File: src/rtl/disp_scan_pkg.sv
// rtl/disp_scan_pkg.sv - shared types and constants for the display scan controller
package disp_scan_pkg;

  typedef enum logic [1:0] {
    ST_OFF  = 2'd0,
    ST_SHOW = 2'd1,
    ST_GAP  = 2'd2
  } scan_state_t;

  localparam int NIBBLE_W       = 4;
  localparam int DEF_NUM_DIGITS = 4;

endpackage

File: src/rtl/scan_dwell_timer.sv
// rtl/scan_dwell_timer.sv - loadable down-counter that parks at zero and flags done there
module scan_dwell_timer #(
  parameter int W = 16
) (
  input  logic         clock,
  input  logic         reset,
  input  logic         load,
  input  logic [W-1:0] load_val,
  output logic         done
);

  logic [W-1:0] count;

  always_ff @(posedge clock or posedge reset) begin
    if (reset) begin
      count <= '0;
    end else if (load) begin
      count <= load_val;
    end else if (count != '0) begin
      count <= count - 1'b1;
    end
  end

  assign done = (count == '0);

endmodule

File: src/rtl/display_scan_controller.sv
// rtl/display_scan_controller.sv - time-multiplexed digit scanner with one-deep frame buffer
// Build option LEADING_ZERO_BLANK_EN: digits above the top nonzero digit stay dark.
module display_scan_controller
  import disp_scan_pkg::*;
#(
  parameter int NUM_DIGITS = DEF_NUM_DIGITS,
  parameter int DIV_WIDTH  = 16,
  parameter int GAP_CYCLES = 2,
  localparam int IDX_W   = $clog2(NUM_DIGITS),
  localparam int FRAME_W = NIBBLE_W * NUM_DIGITS
) (
  input  logic                  clock,
  input  logic                  reset,
  input  logic                  enable,
  input  logic [DIV_WIDTH-1:0]  div_val,
  input  logic                  frame_valid,
  output logic                  frame_ready,
  input  logic [FRAME_W-1:0]    frame_data,
  output logic [NIBBLE_W-1:0]   nibble_out,
  output logic [NUM_DIGITS-1:0] digit_en,
  output logic [IDX_W-1:0]      digit_idx,
  output logic                  frame_done
);

  localparam int GAP_W = (GAP_CYCLES > 1) ? $clog2(GAP_CYCLES) : 1;
  localparam int TW    = (DIV_WIDTH > GAP_W) ? DIV_WIDTH : GAP_W;
  localparam logic [TW-1:0]    GAP_LOAD = (GAP_CYCLES > 0) ? TW'(GAP_CYCLES - 1) : '0;
  localparam logic [IDX_W-1:0] LAST_IDX = IDX_W'(NUM_DIGITS - 1);

  scan_state_t           state;
  logic [IDX_W-1:0]      idx;
  logic [IDX_W-1:0]      next_idx;
  logic [FRAME_W-1:0]    active;
  logic [FRAME_W-1:0]    pending;
  logic [FRAME_W-1:0]    next_active;
  logic                  pending_full;
  logic                  timer_load;
  logic [TW-1:0]         timer_val;
  logic                  timer_done;
  logic                  last_digit;
  logic                  slot_end;
  logic                  wrap;
  logic                  boundary;
  logic                  xfer;
  logic                  enter_show;
  logic                  enter_gap;
  logic [NUM_DIGITS-1:0] show_onehot;
  logic [NUM_DIGITS-1:0] lit;

  scan_dwell_timer #(.W(TW)) u_timer (
    .clock    (clock),
    .reset    (reset),
    .load     (timer_load),
    .load_val (timer_val),
    .done     (timer_done)
  );

  assign frame_ready = ~pending_full;
  assign xfer        = frame_valid & ~pending_full;
  assign last_digit  = (idx == LAST_IDX);
  // With no gap configured, a slot ends on the final SHOW cycle itself.
  assign slot_end    = (GAP_CYCLES == 0) ? (state == ST_SHOW && timer_done)
                                         : (state == ST_GAP && timer_done);
  assign wrap        = enable & slot_end & last_digit;
  assign boundary    = (state == ST_OFF) | wrap;
  assign enter_show  = enable & ((state == ST_OFF) | slot_end);
  assign enter_gap   = enable & (GAP_CYCLES > 0) & (state == ST_SHOW) & timer_done;
  assign timer_load  = enter_show | enter_gap;
  assign timer_val   = enter_gap ? GAP_LOAD : TW'(div_val);
  assign show_onehot = NUM_DIGITS'(1) << idx;

  always_comb begin
    next_idx = '0;
    if (state != ST_OFF && !last_digit) next_idx = idx + 1'b1;
  end

  // Pending wins at a boundary; a same-cycle offer goes straight to active only when pending is empty.
  always_comb begin
    next_active = active;
    if (boundary) begin
      if (pending_full)     next_active = pending;
      else if (frame_valid) next_active = frame_data;
    end
  end

`ifdef LEADING_ZERO_BLANK_EN
  logic seen;
`endif

  always_comb begin
    lit = '1;
`ifdef LEADING_ZERO_BLANK_EN
    seen = 1'b0;
    for (int i = NUM_DIGITS - 1; i > 0; i--) begin
      seen   = seen | (active[NIBBLE_W*i +: NIBBLE_W] != '0);
      lit[i] = seen;
    end
`endif
  end

  always_ff @(posedge clock or posedge reset) begin
    if (reset) begin
      state        <= ST_OFF;
      idx          <= '0;
      nibble_out   <= '0;
      digit_idx    <= '0;
      digit_en     <= '0;
      frame_done   <= 1'b0;
      active       <= '0;
      pending      <= '0;
      pending_full <= 1'b0;
    end else begin
      // Enables trail the nibble by one clock to line up with the registered segment converter.
      digit_en   <= (state == ST_SHOW) ? (show_onehot & lit) : '0;
      frame_done <= wrap;

      if (boundary) begin
        active       <= next_active;
        pending_full <= 1'b0;
      end else if (xfer) begin
        pending      <= frame_data;
        pending_full <= 1'b1;
      end

      if (!enable) begin
        state <= ST_OFF;
        idx   <= '0;
      end else if (enter_show) begin
        state      <= ST_SHOW;
        idx        <= next_idx;
        digit_idx  <= next_idx;
        nibble_out <= next_active[NIBBLE_W*next_idx +: NIBBLE_W];
      end else if (enter_gap) begin
        state <= ST_GAP;
      end
    end
  end

endmodule

File: config.mk
export PLATFORM = sky130hd
export DESIGN_NAME = display_scan_controller
export DESIGN_NICKNAME = d
export VERILOG_FILES = /design/src/rtl/disp_scan_pkg.sv /design/src/rtl/scan_dwell_timer.sv /design/src/rtl/display_scan_controller.sv
export SDC_FILE = /design/constraint.sdc
export NUM_CORES = 1
export LEC_CHECK = 0
export BUFFER_PORTS_ARGS = -buffer_cell sky130_fd_sc_hd__buf_4
export CELL_PAD_IN_SITES_DETAIL_PLACEMENT = 2
export CELL_PAD_IN_SITES_GLOBAL_PLACEMENT = 2
export CORE_MARGIN = 5
export CORE_UTILIZATION = 30
export CTS_CLUSTER_DIAMETER = 100
export DETAILED_ROUTE_END_ITERATION = 16
export PLACE_DENSITY = 0.7
export SLEW_MARGIN = 25
export SYNTH_ARGS = -nofsm -noshare
export SYNTH_HDL_FRONTEND = slang
export SYNTH_SLANG_ARGS = --single-unit
File: constraint.sdc
create_clock -name clock -period 3.34 [get_ports clock]
set_input_delay 0.668 -clock clock [delete_from_list [all_inputs] [get_ports clock]]
set_output_delay 0.668 -clock clock [all_outputs]
set_load 0.005 [all_outputs]
==> Yosys cells after proc, flatten, opt, wreduce, memory -nomap -nowiden <==
Index checks and enable logic that the tools add are counted.
W data, S select, Z words.
{ "totals": {"ff_bits": 64, "in_bits": 36, "out_inout_bits": 12, "word_cells": 56} }
{ "op_classes": {"shift": 2, "n_eq_ne": 5, "n_mux": 15, "addsub": 2, "bitwise": 11, "n_reduce_logical": 11} }
{ "op_table": {"columns": ["op", "n"], "rows": [
  ["$mux W16", 6],
  ["$logic_not A16 Y1", 1],
  ["$reduce_bool A16 Y1", 1],
  ["$shiftx A16 B5 Y4", 1],
  ["$sub A16 B1 Y16 const B", 1],
  ["$mux W2", 6],
  ["$and A1 B1 Y1", 6],
  ["$reduce_bool A2 Y1", 3],
  ["$eq A2 B2 Y1 const B", 2],
  ["$mux W4", 1],
  ["$reduce_and A2 Y1", 2],
  ["$shl A1 B2 Y4 const A", 1],
  ["$ne A3 B1 Y1 const B", 1],
  ["$or A1 B1 Y1", 3],
  ["$add A2 B1 Y2 const B", 1],
  ["$eq A2 B1 Y1 const B", 1],
  ["$logic_and A1 B1 Y1", 2],
  ["$logic_not A2 Y1", 1],
  ["$mux W1", 2],
  ["$ne A2 B1 Y1 const B", 1],
  ["$not A1 Y1", 2],
  ["$logic_not A1 Y1", 1]
]} }

==> Logic depth before layout (Yosys ltp) <==
Gate-level depths: netlist (run 1).
{ "logic_depth": {"word_depth": 7, "ltp_mapped": 10, "depth_no_buf": 8} }

==> Modules after synthesis <==
From an unflattened synthesis (run 1), not the netlist that was laid out.
{ "hier_totals": {"cells_unflattened": 302, "hier_area_um2": 3349.5} }
{ "by_module_without_submodules": {"columns": ["mod", "instances", "seq_area_each_um2", "area_each_um2", "cells_per_inst"], "rows": [
  ["display_scan_controller", 1, 1201.2, 2356.0, 200],
  ["scan_dwell_timer", 1, 400.4, 993.5, 102]
]} }

==> Worst setup path after synthesis (run 1) <==
OpenSTA, ideal clock, no wires.
{ "synth_timing": {"kind": "reg-to-reg", "startpoint": "reg u_timer.count[0]", "endpoint": "reg pending[0]", "n_path_buf": 1, "arrival_ps": 2444, "setup_ps": 125, "path_slack_ps": 771, "required_time_ps": 3215, "path_stages_with_launch": 9, "cell_sequence": "dfrtp_1 -> inv_1 -> ha_1 -> or4b_4 -> nor4_4 -> a21oi_2 -> nand2_2 -> buf_4 -> mux2_2"} }
{ "synth_via": {"elab_chain_cells": 7} }
{ "synth_lines": {"columns": ["item", "line", "source"], "rows": [
  ["start, declared", "scan_dwell_timer.sv:12", "logic [W-1:0] count;"],
  ["start signal, assigned", "scan_dwell_timer.sv:18", "count <= load_val;"],
  ["start signal, assigned", "scan_dwell_timer.sv:20", "count <= count - 1'b1;"],
  ["$logic_not A16 Y1", "scan_dwell_timer.sv:24", "assign done = (count == '0);"],
  ["$logic_and A1 B1 Y1", "display_scan_controller.sv:63", ": (state == ST_GAP && timer_done);"],
  ["$and A1 B1 Y1 (2 in a row)", "display_scan_controller.sv:64", "assign wrap = enable & slot_end & last_digit;"],
  ["$or A1 B1 Y1", "display_scan_controller.sv:65", "assign boundary = (state == ST_OFF) | wrap;"],
  ["$not A1 Y1 (no source line)", null, null],
  ["$reduce_and A2 Y1 (no source line)", null, null],
  ["end signal, assigned", "display_scan_controller.sv:121", "pending <= frame_data;"],
  ["end, declared", "display_scan_controller.sv:34", "logic [FRAME_W-1:0] pending;"]
]} }
Every way passes these cells.
A chain may end at the register's enable or synchronous reset.

==> Worst setup path in the final report (run 1) <==
{ "layout_timing": {"startpoint": "reg u_timer.count[0]", "endpoint": "reg nibble_out[2]"} }
{ "layout_via": {"elab_chain_cells": 7, "elab_cells_between_ends": 10, "classes_between": "1 x shift; 1 x mux; 5 x bitwise; 3 x reduce/logical"} }
{ "layout_lines": {"columns": ["item", "line", "source"], "rows": [
  ["$logic_not A16 Y1 (*)", "scan_dwell_timer.sv:24", null],
  ["$logic_and A1 B1 Y1 (*)", "display_scan_controller.sv:63", null],
  ["$and A1 B1 Y1 (2 in a row)", "display_scan_controller.sv:64", null],
  ["$or A1 B1 Y1", "display_scan_controller.sv:65", null],
  ["$mux W16", "display_scan_controller.sv:80", "if (boundary) begin"],
  ["$shiftx A16 B5 Y4", "display_scan_controller.sv:132", "nibble_out <= next_active[NIBBLE_W*next_idx +: NIBBLE_W];"],
  ["end signal, assigned", "display_scan_controller.sv:132", null],
  ["end, declared", "display_scan_controller.sv:19", "output logic [NIBBLE_W-1:0] nibble_out,"]
]} }
Every way passes the cells marked *; elsewhere a longest branch is shown, timed or not.

==> results of run 1 <==
[cell type report]
type / instances / area (sq um)
Clock inverter: 5 / 78.8
Inverter: 12 / 45.0
Clock buffer: 11 / 253
Multi-Input combinational cell: 267 / 1780
Tap cell: 143 / 179
Timing Repair Buffer: 56 / 433
Fill cell: 1251 / 7100
Sequential cell: 64 / 1600
[report_power, final]
group	internal, uW	switching, uW	leakage (uW)
clock network	692	353	0.000165
registers	923	153	0.000777
logic	253	263	0.000931
total	1870	769	0.00187
[cell usage after synthesis, types with 2 or more instances]
cell / n / share of area, %
nand4_1: 4 / 0.71
a22oi_1: 5 / 1.1
a21boi_0: 2 / 0.43
and2_1: 7 / 1.2
buf_1: 2 / 0.21
nor2_1: 41 / 4.4
dfrtp_1: 64 / 45
nand3_1: 9 / 1.3
buf_6: 3 / 0.96
a221o_1: 2 / 0.57
o31ai_1: 4 / 0.85
inv_1: 10 / 1.1
a32oi_1: 2 / 0.50
mux2_1: 2 / 0.64
clkbuf_1: 9 / 0.96
a21oi_1: 19 / 2.7
nand3b_1: 3 / 0.64
nand2_2: 2 / 0.35
mux2_2: 14 / 4.5
nor2b_1: 7 / 1.2
or3_1: 5 / 0.89
buf_2: 3 / 0.43
or2_2: 2 / 0.35
o31a_1: 2 / 0.50
a2bb2oi_1: 5 / 1.2
ha_1: 6 / 2.1
a21o_1: 2 / 0.43
o22ai_1: 12 / 2.1
o21ai_0: 10 / 1.4
o21a_1: 5 / 1.1
nand2b_1: 5 / 0.89
nor4_1: 7 / 1.2
a211oi_1: 7 / 1.5
nand2_1: 30 / 3.2
a31oi_1: 3 / 0.53
nor3_1: 6 / 0.85
xnor2_1: 7 / 1.7
xor2_1: 3 / 0.75
or4_1: 5 / 1.1
[cell families (layout without fill, tap and decap cells)]
kind of cell / Yosys count / in the layout / synth area share (%)
XOR/XNOR: 10 / 10 / 2.48
flip-flops: 64 / 64 / 45.4
buffers and inverters: 30 / 84 / 4.05
multiplexers: 17 / 17 / 5.39
adder cells (fa/ha/maj): 6 / 6 / 2.13
AND/OR/NAND/NOR: 141 / 141 / 21.2
AO/OA/AOI/OAI: 93 / 93 / 19.3
[sequential cells by signal, summed over array words and instances, names as in the netlist]
name,flops
active,16
digit_en,4
digit_idx,2
frame_done,1
idx,2
nibble_out,4
pending,16
pending_full,1
state,2
u_timer.count,16
[critical path: stages, from the launching register on]
cell	delay, ps
dfrtp_1	420
inv_1	130
ha_1	180
or4b_4	520
or4_4	630
o21ai_4	360
o221ai_2	170
a221oi_2	250
o31ai_1	100
[per-stage QoR]
| stage | utilization (%) | power (uW) | area, sq um | hold WS [ps] | instances |
|---|---|---|---|---|---|
| 2_1_floorplan | - | 1410 | 3530 | 450 | 361 |
| 3_3_place_gp | 35.2 | 1570 | 4040 | 467 | 542 |
| 3_5_place_dp | 35.2 | 1600 | 4040 | 498 | 542 |
| 4_1_cts | 38.1 | 2670 | 4370 | 427 | 558 |
| 5_1_grt | 38.1 | 2780 | 4370 | 433 | 558 |
| 6_report | 38.1 | 2640 | 4370 | 385 | 558 |
[layer usage]
metal | vias up | share of wire (%)
li1 | 1409 | -
met1 | 1553 | 46
met2 | 37 | 51
met3 | 5 | 2.5
met4 | 0 | 0.63
met5 | - | 0
[worst max-delay path by stage]
stage	start	to	slack, ps	depth (start not counted)
after floorplan	u_timer.count[0]	pending[0]	770	8
after global placement	u_timer.count[0]	nibble_out[2]	530	8
after detailed placement	u_timer.count[0]	nibble_out[2]	450	8
after CTS	u_timer.count[0]	nibble_out[2]	410	8
after global routing	u_timer.count[0]	nibble_out[2]	280	8
final	u_timer.count[0]	nibble_out[2]	430	8
==> run summary, run 1 <==
CP Launch Type = register
R2r setup slk = 430 ps
RSZ-0062 raised after global routing = no
Maximum fanout along the worst path = 11
Final WS setup = 432 ps
Final period utilization = 87.1%
Longest Clk Path Bufs = 2
Reg2Reg Capture Point = nibble_out[2]
Routability cong. = 0.756
Largest net degree at the start of global routing = 65
Initial antenna violation count = 0
Met2 Usage GRT = 28.6%
Cells after synthesis = 361
Seq/Total Area, Yosys = 45.4%
Worst Path Class, Setup = reg -> reg
GRT Util Overall = 16.8%
Total core area = 0.0115 sq mm
FFs w/ async S/R, synth = 100%
GR Util met3 = 3.39%
Netlist Area Pre-Place = 0.00353 sq mm
Post_cts resized = 0
Post CTS Setup Buffer Count = 0
EDFF count, synth = 0
Clock skew = 6.00 ps
Wire per inst = 20.5 microns
Worst skew pair latency = 330 ps
Most used routing layer = met2
Fraction of layout cells with a size suffix above 1 = 24.8%
Final WL = 11400 microns
Slew headroom = 42.9%
Antenna diodes = 0
Worst Hold Class = in -> async
Cells on worst reg2reg path = 8
First-pass GRT wire length = 19100 microns
Worst EP arrival = 3110 ps
Yosys reg bits = 64
Number of CTS-inserted buffers = 9
GRT overflow = 0
Root buffer cell = clkbuf_16
I/O Buffers = 47
Ys flop type = dfrtp_1
Placement row count = 39
HPWL Detailed = 8210 microns
1st-pass router iterations = 4
Die Wd = 118 microns
Most frequent cells in the layout = dfrtp_1 (64), buf_4 (55), nor2_1 (41)
Worst setup EP type = register
Die height = 118 microns
Syn Nets = 403
Slew Limit Fails = 0
Status = complete, no violations
Final net count = 452
Total negative slack = 0 ps
Max Cap Violations = 0
Max Fclk = 0.344 GHz
Reg2reg start = u_timer.count[0]
I/O pins = 48
Vias in the first global route = 3510
Final hold vios = 0
Unique masters post-synth = 64
Yosys Warn Count = 0
Worst-path clk slew = 60 ps
Max VDD drop = 202 uV
DRC viols = 0
Drt via density = 5.38
Hold buffers post-CTS = 0
Tmin final = 2910 ps
TritonCTS clock tree = built
Routed Antenna Nets = 0
Place WS = 454 ps
Required time of the critical path = 3550 ps
M1 GR Usage = 21.9%
PwrDens = 603 mW/mm^2
Vias = 3004
Endpoints failing setup = 0
Leakage power = 0.00187 uW
DR iter-0 viols = 124
DIE AREA = 0.0140 sq mm
# clock sinks = 64
Initial Util = 30.7%
H-tree depth = 3
Most common cell after layout, fill and taps aside = dfrtp_1
Synth Area per Inst = 9.77 sq um
Layout area overhead = 24.0%
Worst-Margin Slew = 849 ps
Power figures use the tool's default switching activity.
==> inputs of run 2 (changes only) <==
==> constraint.sdc (replaced) <==
create_clock -name clock -period 2.8 [get_ports clock]
set_input_delay 0.56 -clock clock [delete_from_list [all_inputs] [get_ports clock]]
set_output_delay 0.56 -clock clock [all_outputs]
set_load 0.005 [all_outputs]
==> run 2 against run 1 <==
  * Sequential power is 17% higher
  * First-iteration DRC count fell by 7.3%
  * Power up 19%
  * Global-route usage rose by 0.21 points
  * Wire length up 1.1%
  * Combinational power increased by 31%
  * Worst hold slack worse by 92 ps
  * Setup slack got worse by 300 ps
  * Via count up 2.3%
  * Sequential share of layout area is 0.87 points lower
  * Largest cell class unchanged
  * Largest power group unchanged
==> run summary, run 2 (synthesis gave the netlist of run 1 again) <==
HPWL Detailed = 8400 microns (was 8210 microns)
Overall power = 3130 uW (was 2640 uW)
Die Wd = 118 microns (unchanged)
# clock sinks = 64 (unchanged)
Cells on worst reg2reg path = 6 (was 8)
Slowest CP cell = or4_1 (was or4_4)
Clock skew = 7.50 ps (was 6.00 ps)
H-tree depth = 3 (unchanged)
Root buffer cell = clkbuf_16 (unchanged)
I/O pins = 48 (unchanged)
Inst Count DP = 557 (was 542)
Most used routing layer = met2 (unchanged)
Max VDD drop = 253 uV (was 202 uV)
GR Util met3 = 4.01% (was 3.39%)
CP top delay family = simple AND/OR/NAND/NOR gates (unchanged)
Largest stage delay, worst path = 720 ps (was 630 ps)
Initial antenna violation count = 0 (unchanged)
CP bufs+invs = 0 (was 1)
Longest Clk Path Bufs = 2 (unchanged)
Total core area = 0.0115 sq mm (unchanged)
Vias in the first global route = 3429 (was 3510)
R2r setup slk = 140 ps (was 430 ps)
Required time of the critical path = 3010 ps (was 3550 ps)
Regs by FF count = active x16, pending x16, u_timer.count x16 (unchanged)
CP Launch Type = register (unchanged)
RSZ-0062 raised after global routing = no (unchanged)
Layout area overhead = 27.0% (was 24.0%)
I/O Buffers = 47 (unchanged)
Final WL = 11600 microns (was 11400 microns)
Post CTS Setup Buffer Count = 0 (unchanged)
Crit path cell chain = or4_1 -> or4_4 -> o21ai_4 -> o221ai_2 -> a221oi_2 -> o31ai_1 (was inv_1 -> ha_1 -> or4b_4 -> or4_4 -> o21ai_4 -> o221ai_2 -> a221oi_2 -> o31ai_1)
Worst path depth = 6 (was 8)
GRT Util Overall = 17.0% (was 16.8%)
DRC viols = 0 (unchanged)
Vias = 3072 (was 3004)
Reg2reg start = u_timer.count[6] (was u_timer.count[0])
DIE AREA = 0.0140 sq mm (unchanged)
Worst Path Class, Setup = reg -> reg (unchanged)
Max Cap Violations = 0 (unchanged)
Initial Util = 30.7% (unchanged)
Most frequent cells in the layout = buf_4 (70), dfrtp_1 (64), nor2_1 (41) (was dfrtp_1 (64), buf_4 (55), nor2_1 (41))
Fin cells = 573 (was 558)
Routed Antenna Nets = 0 (unchanged)
Final hold vios = 0 (unchanged)
Max Fclk = 0.375 GHz (was 0.344 GHz)
Number of CTS-inserted buffers = 9 (unchanged)
Drt via density = 5.36 (was 5.38)
Die height = 118 microns (unchanged)
Worst skew pair latency = 330 ps (about the same)
TritonCTS clock tree = built (unchanged)
Slew headroom = 59.1% (was 42.9%)
Worst setup EP type = register (unchanged)
Maximum fanout along the worst path = 8 (was 11)
Endpoints failing setup = 0 (unchanged)
Worst EP arrival = 2880 ps (was 3110 ps)
Worst-path clk slew = 60 ps (about the same)
Total negative slack = 0 ps (unchanged)
GRT overflow = 0 (unchanged)
1st-pass router iterations = 4 (unchanged)
Leakage power = 0.00194 uW (was 0.00187 uW)
Met2 Usage GRT = 28.2% (was 28.6%)
Wire per inst = 20.2 microns (was 20.5 microns)
Placement row count = 39 (unchanged)
Worst Hold Class = in -> async (unchanged)
PwrDens = 699 mW/mm^2 (was 603 mW/mm^2)
Worst-Margin Slew = 612 ps (was 849 ps)
M1 GR Usage = 22.2% (was 21.9%)
Slew Limit Fails = 0 (unchanged)
First-pass GRT wire length = 18900 microns (was 19100 microns)
Largest net degree at the start of global routing = 65 (unchanged)
Most common cell after layout, fill and taps aside = buf_4 (was dfrtp_1)
Antenna diodes = 0 (unchanged)
Fraction of layout cells with a size suffix above 1 = 27.9% (was 24.8%)
DR iter-0 viols = 115 (was 124)
Fillers = 1234 (was 1251)
Reg2Reg Capture Point = nibble_out[2] (unchanged)
Routability cong. = 0.779 (was 0.756)
Final net count = 467 (was 452)
Tmin final = 2660 ps (was 2910 ps)
Status = complete, no violations (unchanged)
Final period utilization = 95.1% (was 87.1%)
## run 2: changes by cell type in the layout (fill, tap and decap cells not counted), sizes merged
cell / previous run / this run
buf: 56 / 71
bufinv: 2 / 1
clkbuf: 11 / 12
clkinv: 4 / 3
clkinvlp: 0 / 1
## run 2: tightest hold or removal path: cells and delay by family
family                 cells  cell delay [ps]
buffers and inverters      3              460
## run 2: timing repair
action / CTS / global route
setup endpoints to repair: 0 / 11
hold buffers: 0 / 0
resized for setup: 0 / 2
## run 2: routing by layer
layer	vias up	wire, microns
li1	1437	-
met1	1562	5290
met2	55	5680
met3	18	383
met4	0	216
met5	-	0
## run 2: layout make-up
class	instances	area, sq um	area share, %
multi-input combinational	267	1790	40.0
sequential	64	1600	35.8
timing repair buffer	71	546	12.2
clock buffer	12	267	5.95
tap	143	179	4.00
clock inverter	4	51.3	1.15
inverter	12	45.0	1.01
## run 2: how the worst max path moves through the flow
stage / from / endpoint / slack, ps
floorplan: u_timer.count[0] / pending[0] / 230
global placement: u_timer.count[12] / nibble_out[1] / 110
detailed placement: u_timer.count[1] / u_timer.count[7] / 40
CTS: u_timer.count[1] / u_timer.count[7] / 10
global route: u_timer.count[12] / pending[13] / 30
finish: u_timer.count[6] / nibble_out[2] / 140
## run 2: where the power goes
| group | switching (uW) | leakage, uW | total (uW) | internal, uW |
|---|---|---|---|---|
| Sequential | 163 | 0.000777 | 1260 | 1100 |
| Clock | 428 | 0.000155 | 1190 | 762 |
| Combinational | 346 | 0.00101 | 675 | 329 |
## run 2: stage by stage
stage | util [%] | hold WS [ps] | setup WS, ps | instance area [sq um]
floorplan | - | 450 | 231 | 3530
global placement | 36.2 | 461 | 113 | 4150
detailed placement | 36.2 | 472 | 44.7 | 4150
CTS | 39.0 | 320 | 10.6 | 4470
global route | 39.1 | 335 | 32.7 | 4480
finish | 39.1 | 293 | 136 | 4480
==> inputs of run 3 (changes only) <==
--- a/config.mk
+++ b/config.mk
@@ -5,7 +5,7 @@
 export SDC_FILE = /design/constraint.sdc
 export NUM_CORES = 1
 export LEC_CHECK = 0
-export BUFFER_PORTS_ARGS = -buffer_cell sky130_fd_sc_hd__buf_4
+export BUFFER_PORTS_ARGS = -buffer_cell sky130_fd_sc_hd__buf_2
 export CELL_PAD_IN_SITES_DETAIL_PLACEMENT = 2
 export CELL_PAD_IN_SITES_GLOBAL_PLACEMENT = 2
 export CORE_MARGIN = 5
==> run 3 against run 2 <==
  * Clock skew is essentially flat
  * Sequential share of layout area grew 0.50 points
  * Largest cell class unchanged
  * Worst hold slack lost 68 ps
  * Combinational power shrank 0.6%
  * Power grew 4.3%
  * Setup slack lost 69 ps
  * Via count grew 1.5%
  * Critical path depth is the same
  * Count of clock-buffer cells in the layout shrank 1
==> run summary, run 3 (synthesis gave the netlist of run 1 again) <==
Status = complete, no violations (unchanged)
Final net count = 470 (was 467)
Internal = 2310 uW (was 2190 uW)
I/O Buffers = 47 (unchanged)
Slew Limit Fails = 0 (unchanged)
Initial Util = 30.7% (unchanged)
Worst EP arrival = 2940 ps (was 2880 ps)
Final WL = 11800 microns (was 11600 microns)
GRT Util Overall = 17.5% (was 17.0%)
TritonCTS clock tree = built (unchanged)
Wire per inst = 20.5 microns (was 20.2 microns)
Worst-Margin Slew = 724 ps (was 612 ps)
Routability cong. = 0.773 (was 0.779)
RSZ-0062 raised after global routing = yes (was no)
Max Cap Violations = 0 (unchanged)
Max Fclk = 0.366 GHz (was 0.375 GHz)
Final Cell Area = 0.00442 sq mm (was 0.00448 sq mm)
H-tree depth = 3 (unchanged)
Regs by FF count = active x16, pending x16, u_timer.count x16 (unchanged)
Endpoints failing setup = 0 (unchanged)
Most common cell after layout, fill and taps aside = dfrtp_1 (was buf_4)
Tmin final = 2730 ps (was 2660 ps)
Required time of the critical path = 3010 ps (about the same)
PwrDens = 739 mW/mm^2 (was 699 mW/mm^2)
Antenna diodes = 0 (unchanged)
Sw Share = 29.2% (was 29.9%)
Slew headroom = 51.6% (was 59.1%)
Final hold vios = 0 (unchanged)
Most frequent cells in the layout = dfrtp_1 (64), buf_2 (47), nor2_1 (41) (was buf_4 (70), dfrtp_1 (64), nor2_1 (41))
Root buffer cell = clkbuf_16 (unchanged)
Clock skew = 7.02 ps (was 7.50 ps)
Gate power share = 20.5% (was 21.6%)
Max VDD drop = 348 uV (was 253 uV)
WHS = 225 ps (was 293 ps)
Worst Hold Class = in -> async (unchanged)
Worst setup EP type = register (unchanged)
Fraction of layout cells with a size suffix above 1 = 28.2% (was 27.9%)
Fillers = 1256 (was 1234)
Die height = 118 microns (unchanged)
Placement row count = 39 (unchanged)
Leakage power = 0.00194 uW (about the same)
Maximum fanout along the worst path = 6 (was 8)
DIE AREA = 0.0140 sq mm (unchanged)
Number of CTS-inserted buffers = 9 (unchanged)
DRC viols = 0 (unchanged)
Initial antenna violation count = 0 (unchanged)
Area post-placement = 0.00404 sq mm (was 0.00415 sq mm)
# clock sinks = 64 (unchanged)
Final period utilization = 97.6% (was 95.1%)
Layout area overhead = 25.3% (was 27.0%)
Routed Antenna Nets = 0 (unchanged)
Longest Clk Path Bufs = 2 (unchanged)
Sequential power share = 38.6% (was 40.4%)
Largest net degree at the start of global routing = 25 (was 65)
1st-pass router iterations = 4 (unchanged)
DR iter-0 viols = 138 (was 115)
Worst skew pair latency = 340 ps (was 330 ps)
Final WS setup = 67.3 ps (was 136 ps)
Total core area = 0.0115 sq mm (unchanged)
I/O pins = 48 (unchanged)
Cells on worst reg2reg path = 6 (unchanged)
GRT overflow = 0 (unchanged)
NetSw = 952 uW (was 937 uW)
HPWL Detailed = 8720 microns (was 8400 microns)
Vias in the first global route = 3539 (was 3429)
Die Wd = 118 microns (unchanged)
CP Launch Type = register (unchanged)
Vias = 3119 (was 3072)
Drt via density = 5.41 (was 5.36)
Worst-path clk slew = 60 ps (about the same)
Post-Route Utilization = 38.5% (was 39.1%)
Worst Path Class, Setup = reg -> reg (unchanged)
Place WS = 23.1 ps (was 44.7 ps)
Clock power share = 40.9% (was 38.0%)
First-pass GRT wire length = 19600 microns (was 18900 microns)
run 3: cell count changes in the layout (fill, tap and decap cells not counted):
cell        previous run  this run
nand2_2                2         1
nand2_4                0         1
clkbuf_8               3         1
bufinv_16              1         3
buf_2                  0        47
buf_4                 70        26
clkbuf_1               0         1
clkinvlp_4             1         0
run 3: final timing paths:
kind	start	to	slack (ps)
max	u_timer.count[12]	nibble_out[2]	70
min	reset	pending[7]	230
max reg2reg	u_timer.count[12]	nibble_out[2]	70
min reg2reg	pending[6]	pending[6]	490
max in group asynchronous	reset	nibble_out[2]	1880
min in group clock	frame_data[7]	pending[7]	450
run 3: power groups by stage:
stage / combinational (uW) / sequential, uW / clock [uW]
2_1_floorplan: 468 / 1220 / 0
3_3_place_gp: 637 / 1260 / 0
3_5_place_dp: 668 / 1280 / 0
4_1_cts: 679 / 1260 / 1360
5_1_grt: 743 / 1290 / 1410
6_report: 671 / 1260 / 1330
run 3: through the flow:
stage          TNS, ps  total power [uW]  instances
6_report             0              3260        576
5_1_grt          -79.2              3440        576
4_1_cts              0              3300        573
3_5_place_dp         0              1940        557
3_3_place_gp         0              1900        557
2_1_floorplan        0              1680        361
run 3: final cells by class:
| cell class | instances | area, sq um | share of cell area, % |
|---|---|---|---|
| multi-input combinational | 267 | 1790 | 40.6 |
| clock buffer | 11 | 243 | 5.50 |
| inverter | 12 | 45.0 | 1.02 |
| sequential | 64 | 1600 | 36.3 |
| tap | 143 | 179 | 4.05 |
| clock inverter | 5 | 104 | 2.35 |
| timing repair buffer | 74 | 450 | 10.2 |
run 3: repair_timing:
item                                    4_1_cts  5_1_grt
endpoints found under the setup margin        0       15
resized for setup                             0        3
hold endpoints to repair                      0        0
buffers inserted                              0        3
hold buffers                                  0        0
run 3: layer usage:
metal	track usage [%]	up-vias	share of wire, %
met4	4.25	0	0.88
met5	0	-	0
met2	28.9	44	50
li1	-	1450	-
met1	23.7	1614	46
met3	3.34	11	2.8
run 3: worst max-delay path, cell delays in order (launching register included):
cell,delay (ps)
dfrtp_1,400
or4_1,700
or4_4,670
o21ai_4,260
o221ai_2,190
a221oi_2,270
o31ai_1,110
